`src/rtl/attn_pkg.sv`:
```
// Shared Q1.6 constants and types for the attention pipeline (exp, softmax, MAC stages).
package attn_pkg;

    localparam int DATA_W = 8;
    localparam int FRAC_W = 6;
    localparam int Q_W    = FRAC_W + 1;

    localparam logic [DATA_W-1:0] ONE_Q16 = 8'd64;

    typedef enum logic [1:0] {
        ACCUM,
        DIV,
        EMIT
    } norm_state_t;

endpackage

```
`src/rtl/softmax_norm_if.sv`:
```
// Credit-based stream bundle between the exp stage, the softmax normaliser and its consumer.
interface softmax_norm_if #(
    parameter int DATA_W  = attn_pkg::DATA_W,
    parameter int MAX_ROW = 16
);
    localparam int CNT_W = $clog2(MAX_ROW + 1);

    logic              in_valid;
    logic [DATA_W-1:0] in_data;
    logic              in_last;
    logic [CNT_W-1:0]  in_credit_ret;
    logic              out_valid;
    logic [DATA_W-1:0] out_data;
    logic              out_last;
    logic              out_credit;

    modport master (
        output in_valid, in_data, in_last, out_credit,
        input  in_credit_ret, out_valid, out_data, out_last
    );

    modport slave (
        input  in_valid, in_data, in_last, out_credit,
        output in_credit_ret, out_valid, out_data, out_last
    );

endinterface

```
`src/rtl/norm_div.sv`:
```
// Iterative restoring divider producing a 7-bit Q1.6 quotient: one load cycle plus 7 iterations.
// SOFTMAX_ROUND_EN adds a half-divisor bias (round-to-nearest) and clamps the result to 1.0.
module norm_div #(
    parameter int DATA_W = attn_pkg::DATA_W,
    parameter int SUM_W  = 11
) (
    input  logic                                 clk,
    input  logic                                 rst,
    input  logic                                 start,
    input  logic [DATA_W+attn_pkg::FRAC_W-1:0]   dividend,
    input  logic [SUM_W-1:0]                     divisor,
    output logic                                 done,
    output logic [attn_pkg::Q_W-1:0]             quot
);
    import attn_pkg::*;

    localparam int EXT_W = DATA_W + FRAC_W + 1;

    logic [EXT_W-1:0] dvd_ext;
    logic [SUM_W-1:0] rem_q;
    logic [SUM_W-1:0] dsr_q;
    logic [Q_W-1:0]   low_q;
    logic [Q_W-1:0]   quo_q;
    logic [2:0]       cnt_q;
    logic             busy_q;
    logic             done_q;
    logic [SUM_W:0]   trial;
    logic             ge;

`ifdef SOFTMAX_ROUND_EN
    assign dvd_ext = EXT_W'(dividend) + EXT_W'(divisor >> 1);
`else
    assign dvd_ext = EXT_W'(dividend);
`endif

    // The quotient never exceeds 7 bits, so the upper dividend bits seed the remainder directly.
    assign trial = {rem_q, low_q[Q_W-1]};
    assign ge    = (trial >= {1'b0, dsr_q});

    always_ff @(posedge clk) begin
        // NOTE: registers use non-blocking assignments so every flop samples pre-edge values.
        if (rst) begin
            busy_q <= 1'b0;
            done_q <= 1'b0;
            cnt_q  <= '0;
            rem_q  <= '0;
            dsr_q  <= '0;
            low_q  <= '0;
            quo_q  <= '0;
        end else begin
            done_q <= 1'b0;
            if (start) begin
                dsr_q <= divisor;
                rem_q <= SUM_W'(dvd_ext >> Q_W);
                low_q <= dvd_ext[Q_W-1:0];
                quo_q <= '0;
                cnt_q <= '0;
                if (divisor == '0) begin
                    busy_q <= 1'b0;
                    done_q <= 1'b1;
                end else begin
                    busy_q <= 1'b1;
                end
            end else if (busy_q) begin
                rem_q <= ge ? SUM_W'(trial - {1'b0, dsr_q}) : SUM_W'(trial);
                low_q <= {low_q[Q_W-2:0], 1'b0};
                quo_q <= {quo_q[Q_W-2:0], ge};
                cnt_q <= cnt_q + 3'd1;
                if (cnt_q == 3'(Q_W - 1)) begin
                    busy_q <= 1'b0;
                    done_q <= 1'b1;
                end
            end
        end
    end

    assign done = done_q;

`ifdef SOFTMAX_ROUND_EN
    assign quot = (quo_q > Q_W'(ONE_Q16)) ? Q_W'(ONE_Q16) : quo_q;
`else
    assign quot = quo_q;
`endif

endmodule

```
`src/rtl/softmax_norm.sv`:
```
// Softmax normaliser: buffers a row of Q1.6 exponentials, sums them, emits each divided by the sum.
// Rounding mode is selected inside norm_div by SOFTMAX_ROUND_EN; latency is the same either way.
module softmax_norm #(
    parameter int MAX_ROW     = 16,
    parameter int OUT_CREDITS = 4,
    parameter int DATA_W      = attn_pkg::DATA_W
) (
    input  logic          clk,
    input  logic          rst,
    softmax_norm_if.slave bus,
    output logic          ovf_err
);
    import attn_pkg::*;

    localparam int IDX_W = $clog2(MAX_ROW);
    localparam int CNT_W = $clog2(MAX_ROW + 1);
    localparam int SUM_W = DATA_W - 1 + IDX_W;
    localparam int CRD_W = $clog2(OUT_CREDITS + 1);

    norm_state_t       state_q, state_d;
    logic [DATA_W-1:0] row_buf_q [MAX_ROW];
    logic [CNT_W-1:0]  wr_ptr_q, wr_ptr_d;
    logic [CNT_W-1:0]  row_len_q, row_len_d;
    logic [IDX_W-1:0]  idx_q, idx_d;
    logic [SUM_W-1:0]  sum_q, sum_d;
    logic [CRD_W-1:0]  credit_q, credit_d;
    logic              ovf_q, ovf_d;
    logic [DATA_W-1:0] q_q;

    logic              accept;
    logic              emit;
    logic              is_last;
    logic              div_start;
    logic              div_done;
    logic [DATA_W-1:0] div_e;
    logic [Q_W-1:0]    div_quot;

    assign accept    = bus.in_valid && (state_q == ACCUM) && (wr_ptr_q != CNT_W'(MAX_ROW));
    assign emit      = (state_q == EMIT) && (credit_q != '0);
    assign is_last   = (CNT_W'(idx_q) == row_len_q - CNT_W'(1));
    assign div_start = (state_d == DIV) && (state_q != DIV);

    // The divider launches on the cycle that enters DIV, so a one-element row forwards in_data.
    assign div_e = (state_q == ACCUM && wr_ptr_q == '0) ? bus.in_data : row_buf_q[idx_d];

    norm_div #(
        .DATA_W (DATA_W),
        .SUM_W  (SUM_W)
    ) u_div (
        .clk      (clk),
        .rst      (rst),
        .start    (div_start),
        .dividend ({div_e, {FRAC_W{1'b0}}}),
        .divisor  (sum_d),
        .done     (div_done),
        .quot     (div_quot)
    );

    always_ff @(posedge clk) begin
        if (rst) state_q <= ACCUM;
        else     state_q <= state_d;
    end

    always_comb begin
        // NOTE: every combinational target gets a default first so no latch is inferred.
        state_d = state_q;
        case (state_q)
            ACCUM:   if (accept && bus.in_last) state_d = DIV;
            DIV:     if (div_done) state_d = EMIT;
            EMIT:    if (emit) state_d = is_last ? ACCUM : DIV;
            default: state_d = ACCUM;
        endcase
    end

    always_comb begin
        bus.out_valid     = emit;
        bus.out_data      = emit ? q_q : '0;
        bus.out_last      = emit && is_last;
        bus.in_credit_ret = (emit && is_last) ? row_len_q : '0;
        ovf_err           = ovf_q;
    end

    always_comb begin
        wr_ptr_d  = wr_ptr_q;
        sum_d     = sum_q;
        row_len_d = row_len_q;
        idx_d     = idx_q;
        credit_d  = credit_q;
        ovf_d     = ovf_q;

        if (accept) begin
            wr_ptr_d = wr_ptr_q + CNT_W'(1);
            sum_d    = sum_q + SUM_W'(bus.in_data);
            if (bus.in_last) begin
                row_len_d = wr_ptr_q + CNT_W'(1);
                idx_d     = '0;
            end
        end else if (bus.in_valid) begin
            ovf_d = 1'b1;
        end

        if (emit) begin
            if (is_last) begin
                wr_ptr_d = '0;
                sum_d    = '0;
            end else begin
                idx_d = idx_q + IDX_W'(1);
            end
        end

        if (bus.out_credit && !emit) begin
            if (credit_q == CRD_W'(OUT_CREDITS)) ovf_d = 1'b1;
            else                                 credit_d = credit_q + CRD_W'(1);
        end else if (emit && !bus.out_credit) begin
            credit_d = credit_q - CRD_W'(1);
        end
    end

    always_ff @(posedge clk) begin
        if (rst) begin
            wr_ptr_q  <= '0;
            sum_q     <= '0;
            row_len_q <= '0;
            idx_q     <= '0;
            credit_q  <= CRD_W'(OUT_CREDITS);
            ovf_q     <= 1'b0;
            q_q       <= '0;
        end else begin
            wr_ptr_q  <= wr_ptr_d;
            sum_q     <= sum_d;
            row_len_q <= row_len_d;
            idx_q     <= idx_d;
            credit_q  <= credit_d;
            ovf_q     <= ovf_d;
            if (div_done) q_q <= DATA_W'(div_quot);
        end
    end

    // NOTE: the row buffer has no reset; wr_ptr and row_len keep stale entries from being read.
    always_ff @(posedge clk) begin
        if (accept) row_buf_q[wr_ptr_q[IDX_W-1:0]] <= bus.in_data;
    end

endmodule

```
`src/flat_wrapper.sv`:
```
// flat-port wrapper written by rule: the top's interface ports become plain ports
module softmax_norm_flat import attn_pkg::*;
#(
    parameter int MAX_ROW     = 16,
    parameter int OUT_CREDITS = 4,
    parameter int DATA_W      = attn_pkg::DATA_W
)
  (clk, rst, ovf_err, bus_in_valid, bus_in_data, bus_in_last, bus_out_credit, bus_in_credit_ret, bus_out_valid, bus_out_data, bus_out_last);
  softmax_norm_if #(.DATA_W(DATA_W), .MAX_ROW(MAX_ROW)) bus_i ();
  input  logic clk;
  input  logic rst;
  output logic ovf_err;
  input wire logic [$bits(bus_i.in_valid)-1:0] bus_in_valid;
  input wire logic [$bits(bus_i.in_data)-1:0] bus_in_data;
  input wire logic [$bits(bus_i.in_last)-1:0] bus_in_last;
  input wire logic [$bits(bus_i.out_credit)-1:0] bus_out_credit;
  output wire logic [$bits(bus_i.in_credit_ret)-1:0] bus_in_credit_ret;
  output wire logic [$bits(bus_i.out_valid)-1:0] bus_out_valid;
  output wire logic [$bits(bus_i.out_data)-1:0] bus_out_data;
  output wire logic [$bits(bus_i.out_last)-1:0] bus_out_last;
  assign bus_i.in_valid = bus_in_valid;
  assign bus_i.in_data = bus_in_data;
  assign bus_i.in_last = bus_in_last;
  assign bus_i.out_credit = bus_out_credit;
  assign bus_in_credit_ret = bus_i.in_credit_ret;
  assign bus_out_valid = bus_i.out_valid;
  assign bus_out_data = bus_i.out_data;
  assign bus_out_last = bus_i.out_last;
  softmax_norm #(.MAX_ROW(MAX_ROW), .OUT_CREDITS(OUT_CREDITS), .DATA_W(DATA_W)) u_core (.clk(clk), .rst(rst), .bus(bus_i), .ovf_err(ovf_err));
endmodule
```
`config.mk`:
```
export PLATFORM = sky130hd
export DESIGN_NAME = softmax_norm_flat
export DESIGN_NICKNAME = d
export VERILOG_FILES = /design/src/rtl/attn_pkg.sv /design/src/rtl/softmax_norm_if.sv /design/src/rtl/norm_div.sv /design/src/rtl/softmax_norm.sv /design/src/flat_wrapper.sv
export SDC_FILE = /design/constraint.sdc
export NUM_CORES = 1
export LEC_CHECK = 0
export ABC_AREA = 1
export CAP_MARGIN = 20
export CORE_MARGIN = 2
export CORE_UTILIZATION = 62
export DETAILED_ROUTE_END_ITERATION = 8
export GPL_TIMING_DRIVEN = 0
export PLACE_DENSITY = 0.8
export SLEW_MARGIN = 25
export SYNTH_ARGS = -nofsm -noshare
export SYNTH_HDL_FRONTEND = slang
export SYNTH_SLANG_ARGS = --single-unit
export TNS_END_PERCENT = 1
```
`constraint.sdc`:
```
create_clock -name clk -period 6.8 [get_ports clk]
set_input_delay 1.36 -clock clk [delete_from_list [all_inputs] [get_ports clk]]
set_output_delay 1.36 -clock clk [all_outputs]
set_load 0.1 [all_outputs]
```
==> key figures, run 1 <==
Die
  – Die ar.: between 0.015 and 0.02 mm2
  – Die H: 130.5 um
  – Starting Density: 62.89%
  – IO Pins: 29
  – Core ar.: between 0.015 and 0.02 mm2
  – Row cnt: 46
  – Die W: 130.5 um

Power and ir drop
  – Cell Pwr Density: about 270 mW/mm2
  – Leak: 4.526 nW
  – Worst VDD drop: 239.1 uV
  – Clock power share: 38.3%
  – Comb pwr share: 16.1%
  – Sequential Power Share: 45.6%
  – Internal: 2.185 mW
  – Tot Pwr: around 3 mW
  – Switching Power: 0.8295 mW
  – Sw Ratio: 27.52%

Placed design
  – Pre-CTS setup slack: 2.333 ns
  – GPL Wtd Cong: roughly 0.9
  – PortBufs: 26
  – HPWL Detailed: between 15000 and 20000 um

STA
  – RSZ-0062 raised after global routing: false
  – Min Tclk post-route: 5.020 ns
  – Period utilization: 73.83%
  – Slew HR: 31.28%
  – Max Freq: 0.1992 GHz
  – Slew @ Worst Pin: around 1.0 ns
  – Clock Skew: 0.02096 ns
  – Fin. max-slew vios: 0
  – Final Hold Fails: 0
  – TNS Setup: 0 ns
  – Final setup fails: 0
  – Setup WS post-layout: 1.780 ns

Critical path
  – Max incr delay on CP: 1.17 ns
  – Most used cell, CP: nor2_1
  – Critical path class: reg -> out
  – Critical path startpoint category: flop
  – CP Data Arrival Time: 3.66 ns
  – WP data required: approximately 5.4 ns
  – Worst reg2reg path depth: 9
  – Setup crit end kind: output port
  – Slowest cell on crit path: clkdlybuf4s50_1
  – Crit-path cells: inv_1 -> ha_1 -> nand2_1 -> clkinv_1 -> nor2_1 -> nand3_1 -> nor2_2 -> nand2_4 -> nor2_4 -> inv_2 -> buf_2 -> nor2_1 -> clkdlybuf4s50_1
  – CP Max Fanout: 10

Logic synthesis
  – Mapped Cells: 1102
  – Synth top area cells: edfxtp_1 (39%), dfxtp_1 (15%), nand3_1 (7.8%)
  – Post-Syn Nets: 1145
  – Synth unique cells: 46
  – Share of the synthesized area in the top cell type: between 30% and 40%
  – Syn avg cell area: ~9.0 um2
  – Synthesized flop and latch total: around 200
  – Yosys top cell by area: edfxtp_1
  – Mapped Area: 0.009918 mm2
  – Yosys warns: 0
  – Register area share after synthesis: approximately 53%

Cells and area
  – Net count reported at finish: roughly 1.2k
  – Layout cells sized above 1: about a tenth
  – Multi-input gate area: 0.003839 mm2
  – Register area: 0.005305 mm2
  – Antenna diodes: 0
  – Layout area overhead: 12.49%
  – Fillcell total: 1189

Clock network
  – Post-CTS Hold Buffers: 0
  – Clk sink count: 201
  – Post-cts resize count: 0
  – CTS tree: yes
  – Clk root buf: clkbuf_16
  – Reg clk slew, reported paths: 0.06 ns
  – Num CTS Buffers: 22
  – Post-CTS Setup Bufs: 0
  – CTS H-tree depth: 1
  – Buffers from clock root to sink, at most: 3
  – Worst-Skew Late Latency: roughly 0.52 ns

Drt
  – DRT Wirelength: between 20000 and 25000 um
  – Residual DRC: 0
  – Via density per instance: 5.813
  – Via Count: 8039
  – Drt wl/cell: 18.02 um
  – Pre-antenna DRT Iters: 6
  – Initial drt markers: 1146
  – Final ANT Viol Nets: 0

Global routing
  – Largest net degree at the start of global routing: 20
  – First-pass GRT wire length: 38730 um
  – Initial antenna violation count: 0
  – Total Routing Usage GR: 29.77%
  – Total grt overflow: 0
  – Vias in the first global route: 7316

Flow run
  – Maxcap violations: 0

Hold path
  – Worst hold stages: 2
  – Worst Hold Class: reg -> reg

Status
  – Status: completed
==> per-layer routing <==
metal | routed length (um) | vias to the layer above | track usage [%] | part of all wire (%)
met5 | 0 | - | 0 | 0
met3 | 2309 | 59 | 4.886 | 9.3
met1 | 10760 | 3803 | 42.99 | 43
li1 | - | 3813 | - | -
met2 | 11320 | 364 | 47.09 | 45
met4 | 526 | 0 | 8.511 | 2.1
==> through the flow <==
step | cells | util (%) | area (um2) | hold slack [ns]
finish | 1383 | 70.75 | 11160 | 0.4590
floorplan | 1102 | - | 9918 | 0.4301
global route | 1383 | 70.75 | 11160 | 0.4888
detailed placement | 1344 | 66.35 | 10460 | 0.4478
CTS | 1383 | 70.75 | 11160 | 0.4584
global placement | 1344 | 66.26 | 10450 | 0.4414
==> cells in the final DEF (no fill, tap or decap), types with 27 or more instances in the layout <==
cell | synthesis | routed
edfxtp_1 | 128 | 128
ha_1 | 27 | 27
nand3_1 | 155 | 155
dfxtp_1 | 73 | 73
nand2_1 | 195 | 195
inv_1 | 118 | 118
nand3b_1 | 42 | 42
o21ai_0 | 41 | 41
a21oi_1 | 55 | 55
nor2_1 | 100 | 100
==> path summary, 6_finish.rpt <==
path / from / end / slack (ns)
max reg2reg: u_core.wr_ptr_q[0] / u_core.row_buf_q[14][5] / 3.83
min: u_core.q_q[4] / u_core.q_q[4] / 0.46
max: u_core.row_len_q[0] / bus_in_credit_ret[0] / 1.78
min reg2reg: u_core.q_q[4] / u_core.q_q[4] / 0.46
==> flip-flops by register name, indices dropped and copies added (netlist names), 2 cells and up <==
name                flops
u_core.wr_ptr_q         5
u_core.u_div.quot       7
u_core.row_buf_q      128
u_core.row_len_q        5
u_core.u_div.dsr_q     11
u_core.idx_q            4
u_core.credit_q         3
u_core.u_div.cnt_q      3
u_core.sum_q           11
u_core.u_div.rem_q     11
u_core.q_q              7
u_core.state_q          2
==> power by group through the flow <==
stage                     logic (mW)  clock network (mW)  registers [mW]
final                          0.486                1.15            1.37
after global routing           0.546                1.21            1.38
after CTS                      0.480                1.16            1.37
after detailed placement       0.475                   0            1.40
after global placement         0.461                   0            1.40
after floorplan                0.356                   0            1.40
==> synth_stat cells (all sizes together) <==
library cell	number
a221oi	2
a211oi	8
ha	27
a21oi	55
fa	3
or2	7
nor2	107
clkinv	2
nand3	156
o2111ai	1
nand3b	42
dfxtp	73
buf	33
o22ai	1
a31oi	4
o21bai	1
xnor2	4
nor3	11
o22a	1
edfxtp	128
a2bb2oi	5
o211ai	8
inv	134
xor2	11
a21o	5
nand2	204
nor4	1
o21ai	44
nand4	5
o21a	1
conb	1
clkbuf	17
==> logic make-up after synthesis <==
group,after synthesis,synth area share [%]
compound gates,136,8.023
fa+ha+maj,30,4.012
other cells,1,0.03781
xor+xnor,15,1.325
flops,201,53.49
simple gates,533,25.15
buf+inv,186,7.960
==> cell type report <==
cell class / instances / share of cell area [%]
Tap cell: 216 / 2.422
Buffer: 50 / 2.501
Clock buffer: 30 / 5.473
Clock inverter: 9 / 0.7402
Timing Repair Buffer: 26 / 2.333
Inverter: 136 / 4.576
Multi-Input combinational cell: 715 / 34.41
Sequential cell: 201 / 47.55
==> critical path: cells and delay by family, from the launching register on <==
family,cells,cell delay (ns)
buffers and inverters,5,1.62
AND/OR/NAND/NOR,7,0.84
flip-flops,1,0.36
adder cells (fa/ha/maj),1,0.32
(Power assumes the default switching activity.)
==> run 2, diff against run 1 <==
--- a/config.mk
+++ b/config.mk
@@ -8,10 +8,10 @@
 export ABC_AREA = 1
 export CAP_MARGIN = 20
 export CORE_MARGIN = 2
-export CORE_UTILIZATION = 62
+export CORE_UTILIZATION = 56
 export DETAILED_ROUTE_END_ITERATION = 8
 export GPL_TIMING_DRIVEN = 0
-export PLACE_DENSITY = 0.8
+export PLACE_DENSITY = 0.76
 export SLEW_MARGIN = 25
 export SYNTH_ARGS = -nofsm -noshare
 export SYNTH_HDL_FRONTEND = slang
==> constraint.sdc (replaced) <==
create_clock -name clk -period 4.6 [get_ports clk]
set_input_delay 0.92 -clock clk [delete_from_list [all_inputs] [get_ports clk]]
set_output_delay 0.92 -clock clk [all_outputs]
set_load 0.1 [all_outputs]
==> key figures, run 2 (synthesis results as in run 1) <==
Status
  – Status: completed

Clock network
  – Num CTS Buffers: 22
  – Clk root buf: clkbuf_16
  – Post-CTS Hold Buffers: 0
  – CTS H-tree depth: 1
  – Worst-Skew Late Latency: 0.51 ns
  – Buffers from clock root to sink, at most: 3
  – Clk sink count: 201
  – Reg clk slew, reported paths: 0.06 ns
  – CTS tree: yes

STA
  – Final setup fails: 0
  – RSZ-0062 raised after global routing: false
  – Max Freq: 0.2308 GHz
  – TNS Setup: 0 ns
  – Slew @ Worst Pin: slightly above 1 ns
  – Min Tclk post-route: approximately 4.3 ns
  – Worst hold slack: 0.4577 ns
  – Final Hold Fails: 0
  – Period utilization: 94.20%
  – Fin. max-slew vios: 0
  – Slew HR: 30.90%
  – Clock Skew: 0.02124 ns

Drt
  – Pre-antenna DRT Iters: 5
  – Drt wl/cell: 17.80 um
  – DRT Wirelength: 24730 um
  – Initial drt markers: 747
  – Final ANT Viol Nets: 0
  – Residual DRC: 0
  – Via Count: 7867
  – Via density per instance: 5.664

Cells and area
  – Commonest non-fill, non-tap cell in the layout: nand2_1
  – Max reg flops: 128
  – Commonest cells after routing, fill and taps aside: nand2_1 (195), nand3_1 (155), edfxtp_1 (128), inv_1 (118), nor2_1 (100)
  – Layout area overhead: 12.14%
  – Layout cells sized above 1: 9.708%
  – Antenna diodes: 0
  – Layout Cells excl Fill: 1389
  – Net count reported at finish: roughly 1.2k

Power and ir drop
  – Worst VDD drop: roughly 440 uV
  – Leak: 4.566 nW
  – Cell Pwr Density: 391.0 mW/mm2

Placed design
  – Placed cells: 1353
  – GPL Wtd Cong: 0.9440
  – HPWL Detailed: 17340 um
  – PortBufs: 26

Die
  – IO Pins: 29
  – Starting Density: 57.34%
  – Core ar.: approximately 0.017 mm2
  – Die ar.: 0.01879 mm2
  – Die W: 137.1 um
  – Die H: between 100 and 150 um
  – Row cnt: 48

Critical path
  – WP buf/inv: 5
  – Critical path startpoint category: flop
  – Setup crit end kind: output port
  – WP data required: 3.68 ns
  – Largest delay share family, worst path: buffers and inverters
  – CP Max Fanout: 10
  – CP Data Arrival Time: 3.41 ns
  – Crit-path cells: inv_1 -> ha_1 -> nand2_1 -> clkinv_1 -> nor2_1 -> nand3_1 -> nor2_2 -> nand2_4 -> nor2_4 -> inv_2 -> buf_2 -> nor2_1 -> dlygate4sd2_1
  – Critical path class: reg -> out
  – Max incr delay on CP: 0.87 ns
  – Slowest cell on crit path: dlygate4sd2_1
  – Most used cell, CP: nor2_1

Global routing
  – Total grt overflow: 0
  – Initial antenna violation count: 0
  – Total Routing Usage GR: between 20% and 30%
  – Vias in the first global route: 7373
  – Largest net degree at the start of global routing: 20
  – First-pass GRT wire length: roughly 38000 um

Flow run
  – Maxcap violations: 0

Hold path
  – Worst Hold Class: reg -> reg
run 2: per-stage QoR:
| stage | area [um2] | setup slack (ns) | util [%] | power (mW) |
|---|---|---|---|---|
| after detailed placement | 10480 | 0.5036 | 60.56 | 2.775 |
| after CTS | 11110 | 0.001144 | 64.26 | 4.352 |
| after global routing | 11120 | 0.07656 | 64.30 | 4.515 |
| final | 11120 | 0.2668 | 64.30 | 4.348 |
| after floorplan | 9918 | 0.3829 | - | 2.589 |
| after global placement | 10460 | 0.5089 | 60.47 | 2.754 |
run 2: power by group:
| group | total [mW] | internal [mW] | leakage, nW | switching [mW] |
|---|---|---|---|---|
| logic | 0.719 | 0.251 | 2.50 | 0.467 |
| clock network | 1.60 | 0.896 | 0.315 | 0.702 |
| registers | 2.03 | 1.99 | 1.75 | 0.0415 |
| total | 4.35 | 3.14 | 4.57 | 1.21 |
run 2: routing by layer:
layer	global-route usage [%]	up-vias	wire length [um]
met5	0	-	0
met4	7.560	0	648
met3	5.185	53	2457
met2	42.84	374	11260
met1	37.03	3632	10360
li1	-	3808	-
run 2: what timing repair did:
| item | CTS | global route |
|---|---|---|
| gates resized for setup | 2 | 3 |
| pin swaps | 0 | 0 |
| endpoints found under the setup margin | 2 | 3 |
| setup buffers | 0 | 0 |
run 2: worst paths after layout:
kind	from	depth (start not counted)	slack (ns)	endpoint
worst min-delay path	u_core.q_q[4]	2	0.46	u_core.q_q[4]
worst min register to register	u_core.q_q[4]	2	0.46	u_core.q_q[4]
worst max-delay path	u_core.row_len_q[0]	13	0.27	bus_in_credit_ret[1]
worst max register to register	u_core.wr_ptr_q[0]	9	1.59	u_core.row_buf_q[2][7]
run 2: cell type report:
| cell class | instances | area (um2) |
|---|---|---|
| fillers | 1396 | 6175 |
| multi-input cells | 715 | 3839 |
| clock inverters | 8 | 58.81 |
| flip-flops and latches | 201 | 5305 |
| plain buffers | 50 | 279.0 |
| clock buffers | 28 | 583.1 |
| repair buffers | 26 | 265.3 |
| well taps | 225 | 281.5 |
| inverters | 136 | 510.5 |
run 2: worst register-to-register path: cells and delay by family (launching register included):
kind	cells	cell delay, ns
buf+inv	4	0.87
fa+ha+maj	1	0.24
flops	1	0.41
simple gates	4	1.12
